--- src/rtl/peripheral_cs_initiator.sv ---
// Bus initiator for the peripheral register block: single read/write/poll commands in,
// one-cycle req pulses out on the cs port, registered read/poll results back over valid/ready.
module peripheral_cs_initiator #(
    parameter int unsigned READ_LATENCY = 1,
    parameter int unsigned POLL_GAP     = 4,
    parameter int unsigned POLL_MAX     = 1024
) (
    input  logic        clock_i,
    input  logic        reset_i,
    input  logic        cmd_valid_i,
    output logic        cmd_ready_o,
    input  logic        cmd_rw_i,
    input  logic        cmd_poll_i,
    input  logic [26:0] cmd_add_i,
    input  logic [31:0] cmd_data_i,
    input  logic [31:0] cmd_mask_i,
    output logic        req_o,
    output logic        rw_o,
    output logic [26:0] add_o,
    output logic [31:0] data_o,
    input  logic [31:0] data_i,
    output logic        rsp_valid_o,
    input  logic        rsp_ready_i,
    output logic [31:0] rsp_data_o,
    output logic        rsp_timeout_o,
    output logic        busy_o
);
    localparam int unsigned CNT_MAX = (READ_LATENCY > POLL_GAP) ? READ_LATENCY : POLL_GAP;
    localparam int unsigned CNT_W   = $clog2(CNT_MAX + 1);
    localparam int unsigned POLL_W  = $clog2(POLL_MAX + 1);

    typedef enum logic [2:0] {
        IDLE,
        ISSUE,
        WAIT,
        RESP,
        GAP
    } state_t;

    state_t             state;
    state_t             state_next;
    logic               poll;
    logic [31:0]        mask;
    logic [CNT_W-1:0]   cnt;
    logic [POLL_W-1:0]  poll_cnt;
    logic               hit;
    logic               last_cycle;
    logic               poll_done;

    assign cmd_ready_o = (state == IDLE);

    // add_o/rw_o/data_o are loaded at accept and reused for every poll re-issue; data_o holds the match value.
    assign hit        = ((data_i ^ data_o) & mask) == '0;
    assign last_cycle = (cnt == CNT_W'(1));
    assign poll_done  = (poll_cnt == POLL_W'(POLL_MAX));

    always_comb begin
        state_next = state;
        case (state)
            IDLE:  if (cmd_valid_i) state_next = ISSUE;
            ISSUE: state_next = rw_o ? IDLE : WAIT;
            WAIT: begin
                if (last_cycle) begin
                    if (!poll || hit || poll_done) state_next = RESP;
                    else if (POLL_GAP == 0)        state_next = ISSUE;
                    else                           state_next = GAP;
                end
            end
            GAP:   if (cnt <= CNT_W'(1)) state_next = ISSUE;
            RESP:  if (rsp_ready_i) state_next = IDLE;
            default: state_next = IDLE;
        endcase
    end

    always_ff @(posedge clock_i) begin
        if (reset_i) begin
            state         <= IDLE;
            req_o         <= 1'b0;
            rw_o          <= 1'b0;
            add_o         <= '0;
            data_o        <= '0;
            rsp_valid_o   <= 1'b0;
            rsp_data_o    <= '0;
            rsp_timeout_o <= 1'b0;
            busy_o        <= 1'b0;
            poll          <= 1'b0;
            mask          <= '0;
            cnt           <= '0;
            poll_cnt      <= '0;
        end else begin
            state       <= state_next;
            req_o       <= (state_next == ISSUE);
            rsp_valid_o <= (state_next == RESP);
            busy_o      <= (state_next != IDLE);

            case (state)
                IDLE: begin
                    if (cmd_valid_i) begin
                        rw_o     <= cmd_rw_i & ~cmd_poll_i;
                        poll     <= cmd_poll_i;
                        add_o    <= cmd_add_i;
                        data_o   <= cmd_data_i;
                        mask     <= cmd_mask_i;
                        poll_cnt <= POLL_W'(1);
                    end
                end
                ISSUE: cnt <= CNT_W'(READ_LATENCY);
                WAIT: begin
                    if (last_cycle) begin
                        rsp_data_o <= data_i;
                        if (state_next == RESP) begin
                            rsp_timeout_o <= poll & ~hit;
                        end else begin
                            poll_cnt <= poll_cnt + POLL_W'(1);
                            cnt      <= CNT_W'(POLL_GAP);
                        end
                    end else begin
                        cnt <= cnt - CNT_W'(1);
                    end
                end
                GAP: cnt <= cnt - CNT_W'(1);
                default: ;
            endcase
        end
    end
endmodule

--- config.mk ---
export PLATFORM = sky130hd
export DESIGN_NAME = peripheral_cs_initiator
export DESIGN_NICKNAME = d
export VERILOG_FILES = /design/src/rtl/peripheral_cs_initiator.sv
export SDC_FILE = /design/constraint.sdc
export NUM_CORES = 1
export LEC_CHECK = 0
export CAP_MARGIN = 40
export CORE_AREA = 5 5 118 120
export DETAILED_ROUTE_END_ITERATION = 10
export DIE_AREA = 0 0 123 125
export HOLD_SLACK_MARGIN = 0.1
export PLACE_DENSITY = 0.84
export SLEW_MARGIN = 20
export SYNTH_ARGS = -nofsm -noshare
export SYNTH_HDL_FRONTEND = slang
export SYNTH_SLANG_ARGS = --single-unit
--- constraint.sdc ---
create_clock -name clock_i -period 4.3 [get_ports clock_i]
set_input_delay 0.86 -clock clock_i [delete_from_list [all_inputs] [get_ports clock_i]]
set_output_delay 0.86 -clock clock_i [all_outputs]
set_load 0.005 [all_outputs]
# ---- Word-level counts from Yosys, hierarchy flattened
# Cells that the tools add are included.
# Widths: inputs -> output; s select.
dict set report word_totals {
  reg_bits 146
  in_bits 129
  output_inout_bits 97
  elab_cells 61
}
dict set report classes {
  add_sub_neg 2
  n_lt_le_gt_ge 1
  n_eq_ne 12
  muxes 14
  bitwise_logic 6
  n_reduce_logical 13
}
# cell n
set op_table {}
lappend op_table {{$mux 11} 3}
lappend op_table {{$and 32x32->32} 1}
lappend op_table {{$logic_not 32->1} 1}
lappend op_table {{$xor 32x32->32} 1}
lappend op_table {{$pmux 11 s2} 1}
lappend op_table {{$mux 3} 7}
lappend op_table {{$pmux 3 s5} 1}
lappend op_table {{$add 11x1->11 const B} 1}
lappend op_table {{$eq 11x11->1 const B} 1}
lappend op_table {{$eq 3x1->1 const B} 3}
lappend op_table {{$eq 3x2->1 const B} 3}
lappend op_table {{$pmux 3 s3} 1}
lappend op_table {{$ne 2x2->1 const B} 3}
lappend op_table {{$reduce_and 2->1} 3}
lappend op_table {{$reduce_bool 3->1} 2}
lappend op_table {{$reduce_and 4->1} 1}
lappend op_table {{$eq 3x3->1 const B} 1}
lappend op_table {{$le 3x1->1 const B} 1}
lappend op_table {{$logic_not 3->1} 1}
lappend op_table {{$ne 3x3->1 const B} 1}
lappend op_table {{$reduce_and 3->1} 1}
lappend op_table {{$sub 3x1->3 const B} 1}
lappend op_table {{$and 1x1->1} 2}
lappend op_table {{$logic_or 1x1->1} 2}
lappend op_table {{other kinds (4)} 5}

# ---- Depth between registers and ports, before layout
dict set report depth {
  word_depth 12
  depth_mapped 9
  ltp_nobuf 8
}

# ---- Worst setup path after synthesis
# Ideal clock, no wire load.
dict set report synth_path {
  path_type {input port to flip-flop}
  from {in data_i[25]}
  to {reg poll_cnt[8]}
  setup_ns 0.123
  t_arrival_ns 2.417
  required_time_ns 4.177
  slack_ns 1.759
  path_stages 7
  path_buffers 1
  path_cell_list {xor2_1 a22oi_1 nand4_1 nor4_1 clkbuf_1 mux2i_1 or2_2}
}
dict set report synth_via {
  elab_chain_len 11
}
# element line
set synth_lines {}
lappend synth_lines {{start, declared} 21} ;# input logic [31:0] data_i,
lappend synth_lines {{$xor 32x32->32} 53} ;# assign hit = ((data_i ^ data_o) & mask) == '0;
lappend synth_lines {{$and 32x32->32} 53}
lappend synth_lines {{$logic_not 32->1} 53}
lappend synth_lines {{$logic_or 1x1->1 (2 in series)} 64} ;# if (!poll || hit || poll_done) state_next = RESP;
lappend synth_lines {{$mux 3} 64}
lappend synth_lines {{$mux 3} 63} ;# if (last_cycle) begin
lappend synth_lines {{$pmux 3 s5} 59} ;# case (state)
lappend synth_lines {{$eq 3x2->1} 111} ;# if (state_next == RESP) begin
lappend synth_lines {{$ne 2x2->1 (no source line)} --}
lappend synth_lines {{$reduce_and 4->1 (no source line)} --}
lappend synth_lines {{end signal, assigned} 114} ;# poll_cnt <= poll_cnt + POLL_W'(1);
lappend synth_lines {{end, declared} 45} ;# logic [POLL_W-1:0] poll_cnt;
# No other way between the ends.
# A chain may end at the register's enable or synchronous reset.

# ---- Final worst setup path
dict set report layout_path {
  from {reg state[0]}
  to {out cmd_ready_o}
}
dict set report layout_via {
  elab_chain_len 1
}
# element line
set layout_lines {}
lappend layout_lines {{start, declared} 40} ;# state_t state;
lappend layout_lines {{start signal, assigned} 91} ;# state <= state_next;
lappend layout_lines {{$logic_not 3->1} 50} ;# assign cmd_ready_o = (state == IDLE);
lappend layout_lines {{end, declared} 11} ;# output logic cmd_ready_o,
# No other way between the ends.

==> results.toml <==
[routing]
first_pass_iters = 4
drtIter0Drc = 435
drt-total-wl_um = 18390
wl_per_cell_um = 16.13
drc = 0
vias = 5790
via_per_inst = 5.079
antenna_left = 0

[setup_path]
end_kind = "primary output"
crit_slowest_cell = "clkdlybuf4s50_1"
cp.buffers_inverters = 1
cp_top_family = "buffers and inverters"
start_kind = "register"
crit_type = "register to primary output"
cp.required_ps = 3440
path_cells = "nor3_1, clkdlybuf4s50_1"
slowest_delay_ps = 610
critPathMaxFanout = 17
critPathArrivalTime_ps = 2010

[global_routing]
grt_pass1_vias = 5546
antenna_found_initial = 0
grt_max_degree = 82
overflow = 0
gr-usage-all-layers_pct = 23.95
grt_first_pass_wirelength_um = 28860

[cells_and_area]
final_nets = 1087
final_core_util_pct = 68.45
diodes = 0
stdcell_count = 1140
areaGrowthSynthToFinish_pct = 49.60
drive_above_1_share_pct = 4.772

[timing]
max_freq_ghz = 0.3480
skew_ps = 7.890
tns_ps = 0
period_needed_ps = 2873
slew_headroom_pct = 47.64
hold_viol = 0
finalMaxSlewViolations = 0
tightestPinTransition_ps = 784.7
report.final.setup_viol = 0
period_share_pct = 66.82
rsz0062_at_grt = "no"

[clocking]
clk_pin_slew_ps = 60
postCtsHoldBufs = 0
cts_buffers = 17
cts_resized = 0
cts_root_buf = "clkbuf_16"
clk_latency_ps = 410
htree_levels = 4
cts_tree = "built"
clock-sinks = 146
postCtsSetupBuffers = 0
ctsLongestPathBuffers = 2

[power_and_ir_drop]
cellLeakagePower_nw = 3.195
power.density_nw_per_um2 = 392.1
peakVddDrop_mv = 0.3036

[placed_design]
dp_hpwl_um = 13060
gp_congestion = 0.8275
placed_cells = 1109
port_buffers = 225

[hold_path]
hp-class = "register to register"

[die]
die_area_sq_um = 15380
die_w_um = 123
initial_core_util_pct = 45.75
io_pins = 226
core_area_sq_um = 12870
fp-row-count = 42
die_height_um = 125

[yosys]
syn_nets = 885
seq_area_frac_synth_pct = 49.62
async_flop_share_pct = 0
synth_cell_types = 39
synth_edf_count = 0
synth_warnings = 0
syn_avg_cell_area_sq_um = 7.833
synth_seq_cells = 146
syn_area_sq_um = 5891
synthesis.instances = 752
synthFlopType = "dfxtp_1"

[run]
cap_violations = 0

[outcome]
status = "finished clean"
## layout make-up
class / instances / area (sq um)
Timing Repair Buffer: 233 / 2350
Multi-Input combinational cell: 549 / 2775
Clock inverter: 6 / 60.06
Tap cell: 176 / 220.2
Inverter: 7 / 26.28
Sequential cell: 146 / 2923
Clock buffer: 23 / 457.9
Fill cell: 1061 / 4063
## cells by family (layout without fill, tap and decap cells)
family                     after synthesis  count (layout)  share of synthesized area, %
AOI/OAI and AO/OA                      189             189                         17.65
adders and majority gates                4               4                        0.8497
DFF                                    146             146                         49.62
buffers and inverters                   57             269                         3.653
xor gates and xnor gates                33              33                         4.907
muxes                                    3               3                        0.5098
and+or+nand+nor                        320             320                         22.81
## final timing paths
path,startpoint,endpoint,slack [ps],cells past startpoint
max,state[0],cmd_ready_o,1430,2
min,add_o[11],add_o[11],450,2
max reg2reg,cnt[1],poll_cnt[5],1460,8
min reg2reg,add_o[11],add_o[11],450,2
## stage by stage
step                      instance area (sq um)  total power, W  hold WS [ps]  setup WS (ps)
after global placement                     8239        0.002153         440.7           1240
after CTS                                  8757        0.003484         452.9           1271
after global routing                       8812        0.003622         467.9           1282
final                                      8812        0.003455         451.2           1427
after floorplan                            5891        0.001819         436.0           1759
after detailed placement                   8239        0.002163         445.3           1239
## power breakdown
group | switching (W) | internal (W)
combinational | 0.000307 | 0.000322
sequential | 0.0000658 | 0.00144
clock | 0.000520 | 0.000797
## cell usage after synthesis (all sizes together), types with 4 or more instances
master  count  area (sq um)
or2         6         37.54
ha          4         50.05
o21ai      17         85.08
dfxtp     146          2923
nor3        4         20.02
a21oi     140         700.7
xor2       33         289.0
nand2b      5         38.78
nor2        9         33.78
or3        12         75.07
nand3       4         20.02
a22oi      18         135.1
clkbuf     47         176.4
inv         7         26.28
nor2b       4         25.02
nand2     258         968.4
nand4       8         50.05
## layer usage
layer	global-route usage (%)	share of wire, %
met1	28.79	39
met2	37.86	49
met3	11.34	10
met4	7.622	2.0
met5	0	0
## worst reg2reg max path: cells and delay by family (launching register included)
| kind | cells | cell delay, ps |
|---|---|---|
| DFF | 1 | 320 |
| buffers and inverters | 1 | 120 |
| and+or+nand+nor | 5 | 2000 |
| AOI/OAI and AO/OA | 1 | 130 |
| adders and majority gates | 1 | 210 |
## placed cells by master, fill, tap and decap left out, types with 2 or more instances in the layout
cell             synthesis  routed
nand2_1                258     257
clkdlybuf4s50_1          0     224
dfxtp_1                146     146
a21oi_1                140     140
xor2_1                  33      33
a22oi_1                 18      18
o21ai_0                 17      17
clkbuf_16                0      17
or3_1                   12      11
nor2_1                   9       9
nand4_1                  8       8
inv_1                    7       7
buf_4                    0       7
clkbuf_1                47       5
nand2b_1                 4       4
nor2b_1                  4       4
or2_2                    4       4
nand3_1                  4       4
ha_1                     4       4
nor3_1                   4       3
mux2i_1                  3       3
or4_1                    3       3
clkinv_2                 0       3
or4b_2                   2       2
nor4_1                   3       2
a31oi_1                  2       2
a211oi_1                 2       2
o31ai_1                  2       2
clkinvlp_4               0       2
buf_16                   0       2
## state kept, by name (all words and copies together), names as in the netlist, 3 cells and up
register,count
state,3
cnt,3
data_o,32
poll_cnt,11
add_o,27
mask,32
rsp_data_o,32
No activity file was read; power rests on OpenSTA's default activity.
